$ cat src/rtl/tcbm_pio_hs_if.sv
// Host-side bus of the TCBM paddle PIO: decoder strobe, register window and interrupt.
interface tcbm_pio_hs_if;
    logic       bus_sel;
    logic       bus_we;
    logic [2:0] bus_rs;
    logic [7:0] bus_wdata;
    logic [7:0] bus_rdata;
    logic       irq;

    modport master (output bus_sel, output bus_we, output bus_rs, output bus_wdata,
                    input  bus_rdata, input irq);
    modport slave  (input  bus_sel, input  bus_we, input  bus_rs, input  bus_wdata,
                    output bus_rdata, output irq);
endinterface

$ cat src/rtl/tcbm_pio_hs.sv
// 6523-style three-port PIO with a DAV/ACK byte-handshake engine on ports A/C.
// Define HS_TIMEOUT_EN to bound the handshake waits by TIMEOUT_CYCLES.
module tcbm_pio_hs #(
    parameter int PA_WIDTH       = 8,
    parameter int PB_WIDTH       = 2,
    parameter int PC_WIDTH       = 2,
    parameter int SYNC_STAGES    = 2,
    parameter int TIMEOUT_CYCLES = 1023
) (
    input  logic                clock,
    input  logic                reset,
    tcbm_pio_hs_if.slave        bus,
    input  logic [PA_WIDTH-1:0] pa_in,
    output logic [PA_WIDTH-1:0] pa_out,
    output logic [PA_WIDTH-1:0] pa_oe,
    input  logic [PB_WIDTH-1:0] pb_in,
    output logic [PB_WIDTH-1:0] pb_out,
    output logic [PB_WIDTH-1:0] pb_oe,
    input  logic [PC_WIDTH-1:0] pc_in,
    output logic [PC_WIDTH-1:0] pc_out,
    output logic [PC_WIDTH-1:0] pc_oe
);

    typedef enum logic [3:0] {
        IDLE, SETUP, ASSERT, WAIT_ACK, RELEASE, WAIT_ACKR, DONE,
        R_WAIT, R_ACK, R_REL
    } hs_state_t;

    hs_state_t state, next_state;

    logic [PA_WIDTH-1:0] pa_sync [SYNC_STAGES];
    logic [PB_WIDTH-1:0] pb_sync [SYNC_STAGES];
    logic [PC_WIDTH-1:0] pc_sync [SYNC_STAGES];
    logic [PA_WIDTH-1:0] pa_s;
    logic [PB_WIDTH-1:0] pb_s;
    logic [PC_WIDTH-1:0] pc_s;

    logic [PA_WIDTH-1:0] pra, ddra, rxa;
    logic [PB_WIDTH-1:0] prb, ddrb;
    logic [PC_WIDTH-1:0] prc, ddrc;
    logic                hs_en, hs_rx;
    logic                done, timeout;
    logic                sel_d;
    logic [7:0]          rdata_r;

    logic       access, rd_access, pra_wr, busy, ack_s;
    logic       dav_eng, set_done, set_to, latch_rx, to_hit;
    logic       clr_done, clr_to;
    logic [7:0] rd_val;

    // Every pin input crosses SYNC_STAGES flops before any logic looks at it
    always_ff @(posedge clock or posedge reset) begin
        if (reset) begin
            for (int i = 0; i < SYNC_STAGES; i++) begin
                pa_sync[i] <= '0;
                pb_sync[i] <= '0;
                pc_sync[i] <= '0;
            end
        end else begin
            pa_sync[0] <= pa_in;
            pb_sync[0] <= pb_in;
            pc_sync[0] <= pc_in;
            for (int i = 1; i < SYNC_STAGES; i++) begin
                pa_sync[i] <= pa_sync[i-1];
                pb_sync[i] <= pb_sync[i-1];
                pc_sync[i] <= pc_sync[i-1];
            end
        end
    end

    assign pa_s  = pa_sync[SYNC_STAGES-1];
    assign pb_s  = pb_sync[SYNC_STAGES-1];
    assign pc_s  = pc_sync[SYNC_STAGES-1];
    assign ack_s = pc_s[PC_WIDTH-2];

    assign access    = bus.bus_sel & ~sel_d;
    assign rd_access = access & ~bus.bus_we;
    assign pra_wr    = access & bus.bus_we & (bus.bus_rs == 3'd0);
    assign busy      = (state != IDLE) && (state != R_WAIT);
    assign clr_done  = rd_access & ((bus.bus_rs == 3'd7) ||
                                    ((bus.bus_rs == 3'd0) && hs_en && hs_rx));
    assign clr_to    = rd_access & (bus.bus_rs == 3'd7);

`ifdef HS_TIMEOUT_EN
    localparam int CW = $clog2(TIMEOUT_CYCLES + 1);
    logic [CW-1:0] wait_cnt;
    logic          wait_state;

    assign wait_state = (state == WAIT_ACK) || (state == WAIT_ACKR) || (state == R_ACK);

    always_ff @(posedge clock or posedge reset) begin
        if (reset)
            wait_cnt <= '0;
        else if (next_state != state)
            wait_cnt <= '0;
        else if (wait_state)
            wait_cnt <= wait_cnt + 1'b1;
    end

    // Fires on the cycle whose closing edge would bring the count to TIMEOUT_CYCLES
    assign to_hit = wait_state && (wait_cnt == CW'(TIMEOUT_CYCLES - 1));
`else
    localparam int unused_timeout = TIMEOUT_CYCLES;
    assign to_hit = 1'b0;
`endif

    always_ff @(posedge clock or posedge reset) begin
        if (reset)
            state <= IDLE;
        else
            state <= next_state;
    end

    always_comb begin
        next_state = state;
        dav_eng    = 1'b1;
        set_done   = 1'b0;
        set_to     = 1'b0;
        latch_rx   = 1'b0;
        case (state)
            IDLE: begin
                if (hs_en && hs_rx)
                    next_state = R_WAIT;
                else if (hs_en && pra_wr)
                    next_state = SETUP;
            end
            SETUP:  next_state = ASSERT;
            ASSERT: begin
                dav_eng    = 1'b0;
                next_state = WAIT_ACK;
            end
            WAIT_ACK: begin
                dav_eng = 1'b0;
                if (!ack_s) begin
                    next_state = RELEASE;
                end else if (to_hit) begin
                    next_state = IDLE;
                    set_to     = 1'b1;
                end
            end
            RELEASE: next_state = WAIT_ACKR;
            WAIT_ACKR: begin
                if (ack_s) begin
                    next_state = DONE;
                end else if (to_hit) begin
                    next_state = IDLE;
                    set_to     = 1'b1;
                end
            end
            DONE: begin
                set_done   = 1'b1;
                next_state = IDLE;
            end
            R_WAIT: begin
                if (!ack_s && !done) begin
                    latch_rx   = 1'b1;
                    next_state = R_ACK;
                end
            end
            R_ACK: begin
                dav_eng = 1'b0;
                if (ack_s) begin
                    next_state = R_REL;
                end else if (to_hit) begin
                    next_state = R_WAIT;
                    set_to     = 1'b1;
                end
            end
            R_REL: begin
                set_done   = 1'b1;
                next_state = R_WAIT;
            end
            default: next_state = IDLE;
        endcase
        if (!hs_en) begin
            next_state = IDLE;
            set_done   = 1'b0;
            set_to     = 1'b0;
            latch_rx   = 1'b0;
        end else if (!hs_rx && (state == R_WAIT || state == R_ACK || state == R_REL)) begin
            next_state = IDLE;
        end
    end

    always_comb begin
        rd_val = 8'h00;
        case (bus.bus_rs)
            3'd0: rd_val = (hs_en && hs_rx) ? 8'(rxa) : 8'((pa_s & ~ddra) | (pra & ddra));
            3'd1: rd_val = 8'((pb_s & ~ddrb) | (prb & ddrb));
            3'd2: rd_val = 8'((pc_s & ~ddrc) | (prc & ddrc)) << (8 - PC_WIDTH);
            3'd3: rd_val = 8'(ddra);
            3'd4: rd_val = 8'(ddrb);
            3'd5: rd_val = 8'(ddrc) << (8 - PC_WIDTH);
            3'd6: rd_val = {6'b0, hs_rx, hs_en};
            3'd7: rd_val = {5'b0, timeout, done, busy};
            default: rd_val = 8'h00;
        endcase
    end

    // Register file; a PRA write is dropped while a transfer is in flight
    always_ff @(posedge clock or posedge reset) begin
        if (reset) begin
            sel_d   <= 1'b0;
            pra     <= '0;
            prb     <= '0;
            prc     <= '0;
            ddra    <= '0;
            ddrb    <= '0;
            ddrc    <= '0;
            hs_en   <= 1'b0;
            hs_rx   <= 1'b0;
            rxa     <= '0;
            done    <= 1'b0;
            timeout <= 1'b0;
            rdata_r <= 8'h00;
        end else begin
            sel_d <= bus.bus_sel;
            if (access) begin
                rdata_r <= rd_val;
                if (bus.bus_we) begin
                    case (bus.bus_rs)
                        3'd0: if (!busy) pra <= bus.bus_wdata[PA_WIDTH-1:0];
                        3'd1: prb  <= bus.bus_wdata[PB_WIDTH-1:0];
                        3'd2: prc  <= bus.bus_wdata[7 -: PC_WIDTH];
                        3'd3: ddra <= bus.bus_wdata[PA_WIDTH-1:0];
                        3'd4: ddrb <= bus.bus_wdata[PB_WIDTH-1:0];
                        3'd5: ddrc <= bus.bus_wdata[7 -: PC_WIDTH];
                        3'd6: begin
                            hs_en <= bus.bus_wdata[0];
                            hs_rx <= bus.bus_wdata[1];
                        end
                        default: ;
                    endcase
                end
            end
            if (latch_rx)
                rxa <= pa_s;
            if (set_done)
                done <= 1'b1;
            else if (clr_done)
                done <= 1'b0;
            if (set_to)
                timeout <= 1'b1;
            else if (clr_to)
                timeout <= 1'b0;
        end
    end

    assign bus.bus_rdata = rdata_r;
    assign bus.irq       = done | timeout;

    assign pa_out = pra;
    assign pa_oe  = (hs_en && hs_rx) ? '0 : ddra;
    assign pb_out = prb;
    assign pb_oe  = ddrb;

    // The engine owns DAV (always driven) and ACK (always listened to) while enabled
    always_comb begin
        pc_out = prc;
        pc_oe  = ddrc;
        if (hs_en) begin
            pc_out[PC_WIDTH-1] = dav_eng;
            pc_oe[PC_WIDTH-1]  = 1'b1;
            pc_oe[PC_WIDTH-2]  = 1'b0;
        end
    end

endmodule

$ cat src/flat_wrapper.sv
// flat-port wrapper written by rule: the top's interface ports become plain ports
module tcbm_pio_hs_flat 
#(
    parameter int PA_WIDTH       = 8,
    parameter int PB_WIDTH       = 2,
    parameter int PC_WIDTH       = 2,
    parameter int SYNC_STAGES    = 2,
    parameter int TIMEOUT_CYCLES = 1023
)
  (clock, reset, pa_in, pa_out, pa_oe, pb_in, pb_out, pb_oe, pc_in, pc_out, pc_oe, bus_bus_sel, bus_bus_we, bus_bus_rs, bus_bus_wdata, bus_bus_rdata, bus_irq);
  tcbm_pio_hs_if bus_i ();
  input  logic clock;
  input  logic reset;
  input  logic [PA_WIDTH-1:0] pa_in;
  output logic [PA_WIDTH-1:0] pa_out;
  output logic [PA_WIDTH-1:0] pa_oe;
  input  logic [PB_WIDTH-1:0] pb_in;
  output logic [PB_WIDTH-1:0] pb_out;
  output logic [PB_WIDTH-1:0] pb_oe;
  input  logic [PC_WIDTH-1:0] pc_in;
  output logic [PC_WIDTH-1:0] pc_out;
  output logic [PC_WIDTH-1:0] pc_oe;
  input wire logic [$bits(bus_i.bus_sel)-1:0] bus_bus_sel;
  input wire logic [$bits(bus_i.bus_we)-1:0] bus_bus_we;
  input wire logic [$bits(bus_i.bus_rs)-1:0] bus_bus_rs;
  input wire logic [$bits(bus_i.bus_wdata)-1:0] bus_bus_wdata;
  output wire logic [$bits(bus_i.bus_rdata)-1:0] bus_bus_rdata;
  output wire logic [$bits(bus_i.irq)-1:0] bus_irq;
  assign bus_i.bus_sel = bus_bus_sel;
  assign bus_i.bus_we = bus_bus_we;
  assign bus_i.bus_rs = bus_bus_rs;
  assign bus_i.bus_wdata = bus_bus_wdata;
  assign bus_bus_rdata = bus_i.bus_rdata;
  assign bus_irq = bus_i.irq;
  tcbm_pio_hs #(.PA_WIDTH(PA_WIDTH), .PB_WIDTH(PB_WIDTH), .PC_WIDTH(PC_WIDTH), .SYNC_STAGES(SYNC_STAGES), .TIMEOUT_CYCLES(TIMEOUT_CYCLES)) u_core (.clock(clock), .reset(reset), .bus(bus_i), .pa_in(pa_in), .pa_out(pa_out), .pa_oe(pa_oe), .pb_in(pb_in), .pb_out(pb_out), .pb_oe(pb_oe), .pc_in(pc_in), .pc_out(pc_out), .pc_oe(pc_oe));
endmodule
$ cat config.mk
export PLATFORM = sky130hd
export DESIGN_NAME = tcbm_pio_hs_flat
export DESIGN_NICKNAME = d
export VERILOG_FILES = /design/src/rtl/tcbm_pio_hs_if.sv /design/src/rtl/tcbm_pio_hs.sv /design/src/flat_wrapper.sv
export SDC_FILE = /design/constraint.sdc
export NUM_CORES = 1
export LEC_CHECK = 0
export ABC_AREA = 1
export BUFFER_PORTS_ARGS = -buffer_cell sky130_fd_sc_hd__buf_2
export CAP_MARGIN = 20
export CORE_AREA = 2 2 81 83
export CTS_BUF_LIST = sky130_fd_sc_hd__clkbuf_8
export CTS_CLUSTER_DIAMETER = 100
export CTS_CLUSTER_SIZE = 10
export DETAILED_ROUTE_END_ITERATION = 7
export DIE_AREA = 0 0 83 85
export PLACE_DENSITY = 0.78
export SYNTH_ARGS = -nofsm -noshare
export SYNTH_HDL_FRONTEND = slang
export SYNTH_SLANG_ARGS = --single-unit
$ cat constraint.sdc
create_clock -name clock -period 2.8 [get_ports clock]
set_clock_uncertainty 0.1 [all_clocks]
set_input_delay 0.14 -clock clock [delete_from_list [all_inputs] [get_ports clock]]
set_output_delay 0.14 -clock clock [all_outputs]
set_load 0.02 [all_outputs]
Word level (Yosys, flattened, before mapping)

Cells that the tools add are included.

Register bits: 72
Output and inout bits: 33
Word-level logic and storage cells: 110

Eq/ne operators: 22
Mux-type cells: 22
Bitwise operators: 20
Reduce and logical (&&, ||, !) cells: 27

Operators by type and width:

| operator             | count |
|---|---|
| $pmux W8 S8          | 1 |
| $pmux W4 S9          | 1 |
| $mux W4              | 8 |
| $reduce_and A3 Y1    | 6 |
| $and A8 B8 Y8        | 2 |
| $eq A4 B3 Y1 const B | 4 |
| $mux W8              | 2 |
| $or A8 B8 Y8         | 2 |
| $eq A3 B3 Y1 const B | 4 |
| $ne A4 B3 Y1 const B | 3 |
| $mux W1              | 9 |
| $and A2 B8 Y8        | 1 |
| $eq A4 B2 Y1 const B | 2 |
| $eq A4 B4 Y1 const B | 2 |
| $ne A4 B4 Y1 const B | 2 |
| $not A2 Y8           | 1 |
| $not A8 Y8           | 1 |
| $logic_and A1 B1 Y1  | 7 |
| $and A2 B2 Y2        | 3 |
| $eq A3 B2 Y1 const B | 2 |
| $and A1 B1 Y1        | 5 |
| $ne A5 B5 Y1 const B | 1 |
| $reduce_and A5 Y1    | 1 |
| $eq A4 B1 Y1 const B | 1 |
| other kinds (14)     | 20 |

Logic depth before layout (Yosys ltp)

Depth in word-level cells: 10
Gate-level depth with buffers: 10
Gate-level depth less buffers: 10

Worst setup path after synthesis

OpenSTA, ideal clock, no wires.

Path type: register to register
Start point: register u_core.sel_d
End point: register u_core.pra[0] (netlist: u_core.pa_out[0])
Setup time: 0.119 ns
Data arrival time: 1.162 ns
Data required time: 2.581 ns
Setup slack: 1.419 ns
Stages on the path, launching flop included: 8
Buffers on the path: 1
Cells stage by stage: dfrtp_1 -> nor2_2 -> nand2_1 -> nor2_1 -> o21ai_4 -> buf_6 -> nand2_2 -> o21ai_2

Word-level cells in the longest chain between the ends: 3

RTL lines:

| element                     | line               | text |
|---|---|---|
| start: declaration          | tcbm_pio_hs.sv:43  | `logic sel_d;` |
| start signal: assignment    | tcbm_pio_hs.sv:217 | `sel_d <= bus.bus_sel;` |
| $not A1 Y1                  | tcbm_pio_hs.sv:76  | `assign access = bus.bus_sel & ~sel_d;` |
| $and A1 B1 Y1               | tcbm_pio_hs.sv:76  |  |
| $reduce_and A4 Y1 (no line) | -                  |  |
| end signal: assignment      | tcbm_pio_hs.sv:222 | `3'd0: if (!busy) pra <= bus.bus_wdata[PA_WIDTH-1:0];` |
| end: declaration            | tcbm_pio_hs.sv:38  | `logic [PA_WIDTH-1:0] pra, ddra, rxa;` |

Every way passes these cells.
A chain may end at the register's enable or synchronous reset.

Worst setup path in the final report

Start point: register u_core.hs_en
End point: output pa_oe[0]

Word-level cells in the longest chain between the ends: 2

RTL lines:

| element                  | line               | text |
|---|---|---|
| start: declaration       | tcbm_pio_hs.sv:41  | `logic hs_en, hs_rx;` |
| start signal: assignment | tcbm_pio_hs.sv:229 | `hs_en <= bus.bus_wdata[0];` |
| $logic_and A1 B1 Y1      | tcbm_pio_hs.sv:253 | `assign pa_oe = (hs_en && hs_rx) ? '0 : ddra;` |
| $mux W8                  | tcbm_pio_hs.sv:253 |  |
| end: declaration         | flat_wrapper.sv:16 | `output logic [PA_WIDTH-1:0] pa_oe;` |

Every way passes these cells.

==> flow_summary.json <==
{
  "grt_pass1_wl_mm": 12.31,
  "avgSynthCellArea_um2": 8.795,
  "detail_route.drc_violations": 0,
  "dr.max_layer_used": "met4",
  "initial_antenna_violation_count": 0,
  "detail_route.first_pass.iterations": 5,
  "fmax_mhz": 527.9,
  "synth.ff_latch_count": 72,
  "tritoncts_num_sinks": 72,
  "post_synth_fa_ha_maj_area_fraction": 0,
  "route.met3.wl_um": 387,
  "number_of_global_route_vias_before_repair": 2622,
  "worstPathMaxFanout": 16,
  "syn-cell-area_um2": 3333,
  "power.static_leakage_nw": 2.127,
  "criticalPathCategory": "reg2out",
  "sum_neg_setup_slack_ns": 0,
  "drive_gt1_frac": 0.2762,
  "finalHoldWorstSlack_ns": 0.01117,
  "routed_wire_length_per_instance_um": 13.38,
  "report.final.slew_viol_count": 0,
  "root_buffer": "sky130_fd_sc_hd__clkbuf_8",
  "wl_mm": 7.277,
  "clkTransAtPathRegs_ns": 0.07,
  "vdd.ir_drop.worst_mv": 0.5061,
  "num_antenna_cells": 0,
  "congestion_overflow_gr": 0,
  "route.layer.met1.wl_mm": 3.324,
  "grt_start_max_net_pins": 27,
  "most-common-layout-cells": "sky130_fd_sc_hd__nand2_1, sky130_fd_sc_hd__dfrtp_1, sky130_fd_sc_hd__buf_2, sky130_fd_sc_hd__inv_1, sky130_fd_sc_hd__nor2_1",
  "ff_latch_area_um2": 1802,
  "start_kind": "register",
  "finalHoldViolCount": 0,
  "area_of_the_multi_input_gates_um2": 1260,
  "crit_arrival_ns": 1.65,
  "synth-xor-area-share": 0,
  "critical_path_buffers_and_inverters": 2,
  "r2r.worst_path.cells": 8,
  "critical_path.cell_chain": "nand2_4 > inv_2 > nor2_1 > buf_2",
  "synth_compound_gate_area_share": 0.1449,
  "yosys-mux-area-fraction": 0,
  "syn_to_final_growth_pct": 22.82,
  "worstSetupEndpointType": "output pin",
  "vias": 2776,
  "placement.setup.worst_slack_ns": 1.000,
  "timing.final.ws_setup_ns": 0.9058,
  "detail_route.vias_per_cell": 5.103,
  "holdCritPathClass": "in2reg",
  "synth.net_count": 406,
  "initial_utilization": 0.5372,
  "netlist-cell-type-count": 34,
  "final_area_um2": 4094,
  "cp.depth": 4,
  "clock_tree_from_tritoncts": "built",
  "hold_depth": 3,
  "run_status": "finished, final reports clean",
  "dpl.hpwl_mm": 5.283,
  "wl_met2_mm": 3.473,
  "ctsLongestPathBuffers": 2,
  "routabilityCongestion": 0.8823,
  "period_share": 0.6765,
  "cts_made_buffers": 9,
  "clkLatencyLatePin_ns": 0.35,
  "post-route-min-period_ns": 1.894,
  "synth.yosys.warnings": 0,
  "chipWidth_um": 83,
  "post_synth_and_or_nand_nor_area_fraction": 0.2331,
  "dr.first_iter.drc_count": 169,
  "pin_count": 60,
  "core_area_um2": 6205,
  "final.fill_count": 523,
  "fp.dieArea_um2": 7055,
  "count_of_h_tree_levels_built_during_cts": 3,
  "critPathTopFamily": "flip-flops",
  "worst_slew_margin_rel": 0.5904,
  "rsz0062_at_grt": "no",
  "pwr_density_cell_nw_per_um2": 655.8,
  "p_total_w": 0.002685,
  "max_stage_delay_ns": 0.57,
  "maxCapViolCount": 0,
  "cts_setup_buffers": 0,
  "num-nets-final": 490,
  "synthesized_instance_count": 379,
  "place.port_buffers": 59,
  "rows": 29,
  "dominant_combinational_cell_family_by_area_after_synthesis": "simple AND/OR/NAND/NOR gates",
  "layout.cells.most_common": "sky130_fd_sc_hd__nand2_1",
  "die_height_um": 85,
  "worst_slew_pin_slew_ns": 0.6122,
  "timing.final.setup_violations": 0,
  "worst_ep_required_time_ns": 2.56,
  "detail-route-antenna-nets": 0,
  "grt_use_total": 0.2206,
  "crit_slowest_cell": "sky130_fd_sc_hd__dfrtp_1",
  "sequential_fraction_of_the_synthesis_area": 0.5405,
  "postPlaceCellArea_um2": 3685
}
synth_stat cells, drive strengths merged:
master / number / area, um2
buf: 7 / 58.80
clkinv: 1 / 5.000
o21ai: 49 / 312.8
or2: 3 / 18.77
a31oi: 5 / 31.28
nor2: 47 / 196.4
nand3: 12 / 82.58
o221ai: 2 / 17.52
nand2: 101 / 416.6
a21oi: 10 / 57.56
o22ai: 1 / 6.260
nor3: 3 / 15.01
inv: 53 / 204.0
o211ai: 7 / 57.55
dfrtp: 72 / 1802
clkbuf: 1 / 3.750
nand4: 4 / 40.04
nand3b: 1 / 7.510
metrics by stage:
step                        util  cells
final                     0.6598    544
after global routing      0.6598    544
after CTS                 0.6598    544
after detailed placement  0.5939    510
after global placement    0.5939    510
after floorplan                -    379
layer usage:
layer  track usage  up-vias
li1              -     1373
met1        0.3013     1320
met2        0.3526       72
met3       0.06031       11
met4       0.05812        0
met5             0        -
logic make-up (layout without fill, tap and decap cells):
group / after synthesis / in the layout
simple gates: 171 / 171
compound gates: 74 / 74
flops: 72 / 72
buf+inv: 62 / 150
power breakdown:
group          internal [W]  total, W  switching [W]
clock              0.000521  0.000900       0.000379
sequential          0.00115   0.00124      0.0000956
combinational      0.000195  0.000543       0.000348
state kept, by name (all words and copies together), names as in the netlist, 2 cells and up:
name / flops
u_core.pb_oe: 2
u_core.pc_s: 2
u_core.pa_s: 8
u_core.state: 4
u_core.pb_out: 2
u_core.ddra: 8
u_core.pb_s: 2
u_core.pa_sync: 8
u_core.pc_sync: 2
u_core.pa_out: 8
u_core.ddrc: 2
u_core.pb_sync: 2
u_core.rxa: 8
u_core.prc: 2
u_core.bus.bus_rdata: 8
worst paths after layout:
check | startpoint | endpoint | slack, ns
setup reg to reg | u_core.hs_en | u_core.state[2] | 0.99
setup / recovery | u_core.hs_en | pa_oe[0] | 0.91
min in group asynchronous | reset | u_core.pa_sync[8] | 0.27
hold reg to reg | u_core.pa_sync[10] | u_core.pa_s[2] | 0.25
max in group asynchronous | reset | u_core.bus.bus_rdata[6] | 1.61
hold / removal | bus_bus_wdata[6] | u_core.pa_out[6] | 0.01
final cells by class:
cell class,instances,share of cell area
clock buffers,10,0.03362
clock inverters,5,0.01987
inverters,54,0.05104
multi-input cells,245,0.3078
flip-flops and latches,72,0.4401
well taps,77,0.02353
repair buffers,81,0.1241
worst register-to-register path, stage by stage, from the launching register on:
cell and delay [ns]:
sky130_fd_sc_hd__dfrtp_1 0.57, sky130_fd_sc_hd__nand2_4 0.20, sky130_fd_sc_hd__inv_2 0.26, sky130_fd_sc_hd__nor2_1 0.08, sky130_fd_sc_hd__nand2_1 0.11, sky130_fd_sc_hd__inv_1 0.06
sky130_fd_sc_hd__nor2_1 0.19, sky130_fd_sc_hd__nand4_1 0.11, sky130_fd_sc_hd__nand2_1 0.08
timing repair:
action,in CTS,in global routing
hold buffers,19,0
resized for setup,0,0
endpoints found under the hold margin,44,0
No activity file was read; power rests on OpenSTA's default activity.
